**src/rtl/theater_pkg.sv**
```systemverilog
// theater_pkg: shared mode and state encodings for the cue sequencer
package theater_pkg;
    localparam logic [1:0] MODE_PLAY    = 2'b00;
    localparam logic [1:0] MODE_MUSIC   = 2'b01;
    localparam logic [1:0] MODE_SPEAKER = 2'b10;
    localparam logic [1:0] MODE_HOUSE   = 2'b11;
    typedef enum logic [2:0] {IDLE, GAP, RUN, DONE, EMERG} state_t;
endpackage

```
**src/rtl/theater_cue_mem.sv**
```systemverilog
// theater_cue_mem: cue register file, gated sync write, sync clear, two async read ports
// ports: clk/rst; we+wen gate a write of wmode/wdur to waddr;
//        cur_addr -> cur_mode/cur_dur, nxt_addr -> nxt_dur
module theater_cue_mem
    import theater_pkg::*;
#(
    parameter int NUM_CUES = 8,
    parameter int DUR_W    = 8,
    parameter int IDX_W    = $clog2(NUM_CUES)
) (
    input  logic             clk,
    input  logic             rst,
    input  logic             we,
    input  logic             wen,
    input  logic [IDX_W-1:0] waddr,
    input  logic [1:0]       wmode,
    input  logic [DUR_W-1:0] wdur,
    input  logic [IDX_W-1:0] cur_addr,
    input  logic [IDX_W-1:0] nxt_addr,
    output logic [1:0]       cur_mode,
    output logic [DUR_W-1:0] cur_dur,
    output logic [DUR_W-1:0] nxt_dur
);
    logic [1:0]       mode_q [NUM_CUES];
    logic [DUR_W-1:0] dur_q  [NUM_CUES];
    always_ff @(posedge clk) begin
        if (rst) begin
            for (int i = 0; i < NUM_CUES; i++) begin
                mode_q[i] <= MODE_PLAY;
                dur_q[i]  <= '0;
            end
        end else if (we && wen) begin
            mode_q[waddr] <= wmode;
            dur_q[waddr]  <= wdur;
        end
    end
    assign cur_mode = mode_q[cur_addr];
    assign cur_dur  = dur_q[cur_addr];
    assign nxt_dur  = dur_q[nxt_addr];
endmodule

```
**src/rtl/theater_cue_sequencer.sv**
```systemverilog
// theater_cue_sequencer: timed cue-list show controller driving theater mode inputs
// ports: clk/rst; prog_* program a cue slot (IDLE/DONE only); start/pause/abort/emerg control;
//        SysEN, PM/MM/SM/HM mode switches, busy, done, cue_idx status
module theater_cue_sequencer
    import theater_pkg::*;
#(
    parameter int NUM_CUES = 8,
    parameter int DUR_W    = 8,
    parameter int GAP_CYC  = 2,
    parameter int IDX_W    = $clog2(NUM_CUES)
) (
    input  logic             clk,
    input  logic             rst,
    input  logic             prog_we,
    input  logic [IDX_W-1:0] prog_addr,
    input  logic [1:0]       prog_mode,
    input  logic [DUR_W-1:0] prog_dur,
    input  logic             start,
    input  logic             pause,
    input  logic             abort,
    input  logic             emerg,
    output logic             SysEN,
    output logic             PM,
    output logic             MM,
    output logic             SM,
    output logic             HM,
    output logic             busy,
    output logic             done,
    output logic [IDX_W-1:0] cue_idx
);
    localparam logic [DUR_W-1:0] GAP_LD = DUR_W'(GAP_CYC - 1);
    state_t           state, nstate;
    logic [DUR_W-1:0] cnt, ncnt;
    logic [IDX_W-1:0] nidx;
    logic [1:0]       cur_mode;
    logic [DUR_W-1:0] cur_dur, nxt_dur;
    logic             idle_like;
    assign idle_like = (state == IDLE) || (state == DONE);
    // in IDLE/DONE the current port looks at cue 0 so a start sees the pre-write entry
    theater_cue_mem #(.NUM_CUES(NUM_CUES), .DUR_W(DUR_W), .IDX_W(IDX_W)) u_mem (
        .clk      (clk),
        .rst      (rst),
        .we       (prog_we),
        .wen      (idle_like),
        .waddr    (prog_addr),
        .wmode    (prog_mode),
        .wdur     (prog_dur),
        .cur_addr (idle_like ? '0 : cue_idx),
        .nxt_addr (cue_idx + IDX_W'(1)),
        .cur_mode (cur_mode),
        .cur_dur  (cur_dur),
        .nxt_dur  (nxt_dur)
    );
    always_ff @(posedge clk) begin
        if (rst) begin
            state   <= IDLE;
            cnt     <= '0;
            cue_idx <= '0;
        end else begin
            state   <= nstate;
            cnt     <= ncnt;
            cue_idx <= nidx;
        end
    end
    always_comb begin
        nstate = state;
        ncnt   = cnt;
        nidx   = cue_idx;
        if (emerg) begin
            nstate = EMERG;
        end else if (state == EMERG || (abort && state != IDLE)) begin
            nstate = IDLE;
            nidx   = '0;
        end else if (idle_like) begin
            if (start) begin
                nidx   = '0;
                nstate = (cur_dur != '0) ? GAP : DONE;
                ncnt   = GAP_LD;
            end
        end else if (!pause) begin
            if (cnt != '0) begin
                ncnt = cnt - DUR_W'(1);
            end else if (state == GAP) begin
                nstate = RUN;
                ncnt   = cur_dur - DUR_W'(1);
            end else if (cue_idx == IDX_W'(NUM_CUES - 1) || nxt_dur == '0) begin
                nstate = DONE;
            end else begin
                nidx   = cue_idx + IDX_W'(1);
                nstate = GAP;
                ncnt   = GAP_LD;
            end
        end
    end
    assign SysEN = state != IDLE;
    assign PM    = state == RUN && cur_mode == MODE_PLAY;
    assign MM    = state == RUN && cur_mode == MODE_MUSIC;
    assign SM    = state == RUN && cur_mode == MODE_SPEAKER;
    assign HM    = state == EMERG || (state == RUN && cur_mode == MODE_HOUSE);
    assign busy  = state == GAP || state == RUN;
    assign done  = state == DONE;
endmodule

```
**config.mk**
```make
export PLATFORM = sky130hd
export DESIGN_NAME = theater_cue_sequencer
export DESIGN_NICKNAME = d
export VERILOG_FILES = /design/src/rtl/theater_pkg.sv /design/src/rtl/theater_cue_mem.sv /design/src/rtl/theater_cue_sequencer.sv
export SDC_FILE = /design/constraint.sdc
export NUM_CORES = 1
export LEC_CHECK = 0
export CAP_MARGIN = 10
export CORE_MARGIN = 2
export CORE_UTILIZATION = 30
export DETAILED_ROUTE_END_ITERATION = 10
export SLEW_MARGIN = 25
export SYNTH_ARGS = -nofsm -noshare
export SYNTH_HDL_FRONTEND = slang
export SYNTH_SLANG_ARGS = --single-unit
export TNS_END_PERCENT = 5
```
**constraint.sdc**
```tcl
create_clock -name clk -period 3 [get_ports clk]
set_clock_uncertainty 0.05 [all_clocks]
set_input_delay 0.6 -clock clk [delete_from_list [all_inputs] [get_ports clk]]
set_output_delay 0.6 -clock clk [all_outputs]
set_load 0.05 [all_outputs]
```
==> reports/qor.yml <==
status: "completed"
synth_area_sq_um: 5440
crit_path_end_kind: "output pin"
powerDensity_nw_per_um2: 455
drv_slew: 0
num-nets-final: 603
drive_gt1_frac: 0.186
initial_utilization: 0.304
grt_pass1_vias: 4507
dp_hpwl_um: 12700
syn_inst: 527
path_class: "reg2out"
wl_per_cell_um: 21.1
die_height_um: 139
fmax_ghz: 0.339
final_area_sq_um: 6660
setup_slack_ns: 0.0505
clockRootBuffer: "clkbuf_16"
syn2layout_area_growth_pct: 22.4
core_region_area_sq_um: 17900
rsz0062_at_grt: "yes"
via_count: 4459
cts_hold_buffers: 0
row_count: 49
cts_tree: "yes"
required_ns: 2.35
clock_latency_ns: 0.36
h-tree-depth: 3
arrival_ns: 2.30
synth_fp_nets: 553
synth_edf_count: 80
first_pass_iters: 6
grt_pass1_wl_um: 26300
pin_count: 30
die-area_sq_um: 19200
antenna_found_initial: 0
yosys_most_used_dff: "edfxtp_1"
yosys_warnings: 0
yosysSeqAreaShare: 0.493
ys_types: 70
hold_violations: 0
cts.clk_slew.worst_paths_ns: 0.07
dpl_cell_area_sq_um: 6240
total_power_mw: 3.03
min_period_ns: 2.95
hp-class: "reg2reg"
cp_max_fo: 3
p_leak_nw: 2.42
dp_slack_ns: 0.135
peakVddDrop_uv: 370
drcViolationCount: 0
min_period_over_period: 0.983
ys_ff_latch: 94
cp-start-kind: "flop"
diodes: 0
slew_headroom: 0.604
die_w_um: 139
clockBufferDepth: 2
io_buffers: 29
cts_buffers: 9
numClockSinks: 94
initialDrtViolationCount: 310
gp_congestion: 0.949
worstMarginPinSlew_ns: 0.589
grt_util_all_layers: 0.180
holdWs_ns: 0.462
synthArstFlopShare: 0
grt_max_degree: 31
synth_area_per_cell_sq_um: 10.3
vias_per_cell: 5.50
wl_um: 17100
drv_cap: 0
ant_nets: 0
setup_viol: 0
final.setup.tns_ns: 0
gr-total-overflow: 0
[metal layers]
metal,track usage,vias up,part of all wire
li1,-,2062,-
met1,0.247,2157,0.44
met2,0.279,194,0.45
met3,0.0401,46,0.077
met4,0.0728,0,0.034
met5,0,-,0
[sequential cells by signal, summed over array words and instances, names as in the netlist]
register	flops
cue_idx	3
state	3
u_mem.dur_q	64
cnt	8
u_mem.mode_q	16
[where the power goes]
part / switching, mW / leakage, nW / internal, mW
Clock: 0.557 / 0.143 / 0.588
Combinational: 0.225 / 1.33 / 0.151
Sequential: 0.0494 / 0.952 / 1.46
[layout by cell type, fill, tap and decap left out, types with 9 or more instances in the layout]
cell / instances
a21oi_1: 27
and2_1: 83
buf_4: 36
clkbuf_16: 9
clkdlybuf4s50_1: 25
dfxtp_1: 9
edfxtp_1: 80
inv_1: 11
mux2i_1: 9
nand2_1: 30
nand3_1: 19
nor2_1: 33
nor3_1: 14
nor4_1: 18
o21ai_0: 15
or2_2: 11
[Yosys cell counts (all sizes together), types with 14 or more instances]
cell     n  share of area
nand3   19          0.017
edfxtp  80           0.44
a21oi   28          0.026
clkbuf  15          0.010
nand2   30          0.021
nor4    19          0.025
and2    84          0.097
dfxtp   14          0.051
o21ai   22          0.023
nor3    16          0.017
nor2    34          0.023
buf     14          0.016
[cell families (layout without fill, tap and decap cells)]
logic type | count (synthesis) | count (layout) | synth area share
XOR/XNOR | 8 | 8 | 0.0143
multiplexers | 18 | 18 | 0.0414
flip-flops | 94 | 94 | 0.493
AND/OR/NAND/NOR | 248 | 248 | 0.259
buffers and inverters | 41 | 96 | 0.0345
adder cells (fa/ha/maj) | 6 | 6 | 0.0138
AO/OA/AOI/OAI | 112 | 112 | 0.144
[critical path, stage by stage, from the launching register on]
cell and delay (ns):
dfxtp_4 0.38, xor2_4 0.21, o21ai_4 0.17, mux2_4 0.32, o21ai_2 0.12, o21ai_2 0.09, or3_4 0.37, nor2b_4 0.14
buf_12 0.14
[worst paths after layout]
path	start	endpoint	slack [ns]	cells past startpoint
worst min register to register	cnt[3]	cnt[3]	0.46	2
worst max register to register	state[0]	cnt[7]	0.22	11
worst min-delay path	cnt[3]	cnt[3]	0.46	2
worst max-delay path	state[0]	SM	0.05	8
[final cells by class]
cell class	instances	area [sq um]
fill	1774	11200
sequential	94	2700
multi-input combinational	392	2680
timing repair buffer	68	652
tap	229	287
clock buffer	9	225
clock inverter	7	72.6
inverter	12	45.0
[through the flow]
stage | utilization | instances
after global routing | 0.372 | 811
final | 0.372 | 811
after floorplan | - | 527
after detailed placement | 0.349 | 793
after CTS | 0.368 | 810
after global placement | 0.349 | 793
[timing repair]
action,CTS,global route
pin swaps,1,3
resized for setup,13,14
setup endpoints to repair,4,5
buffers inserted,1,1
No activity file was read; power rests on OpenSTA's default activity.
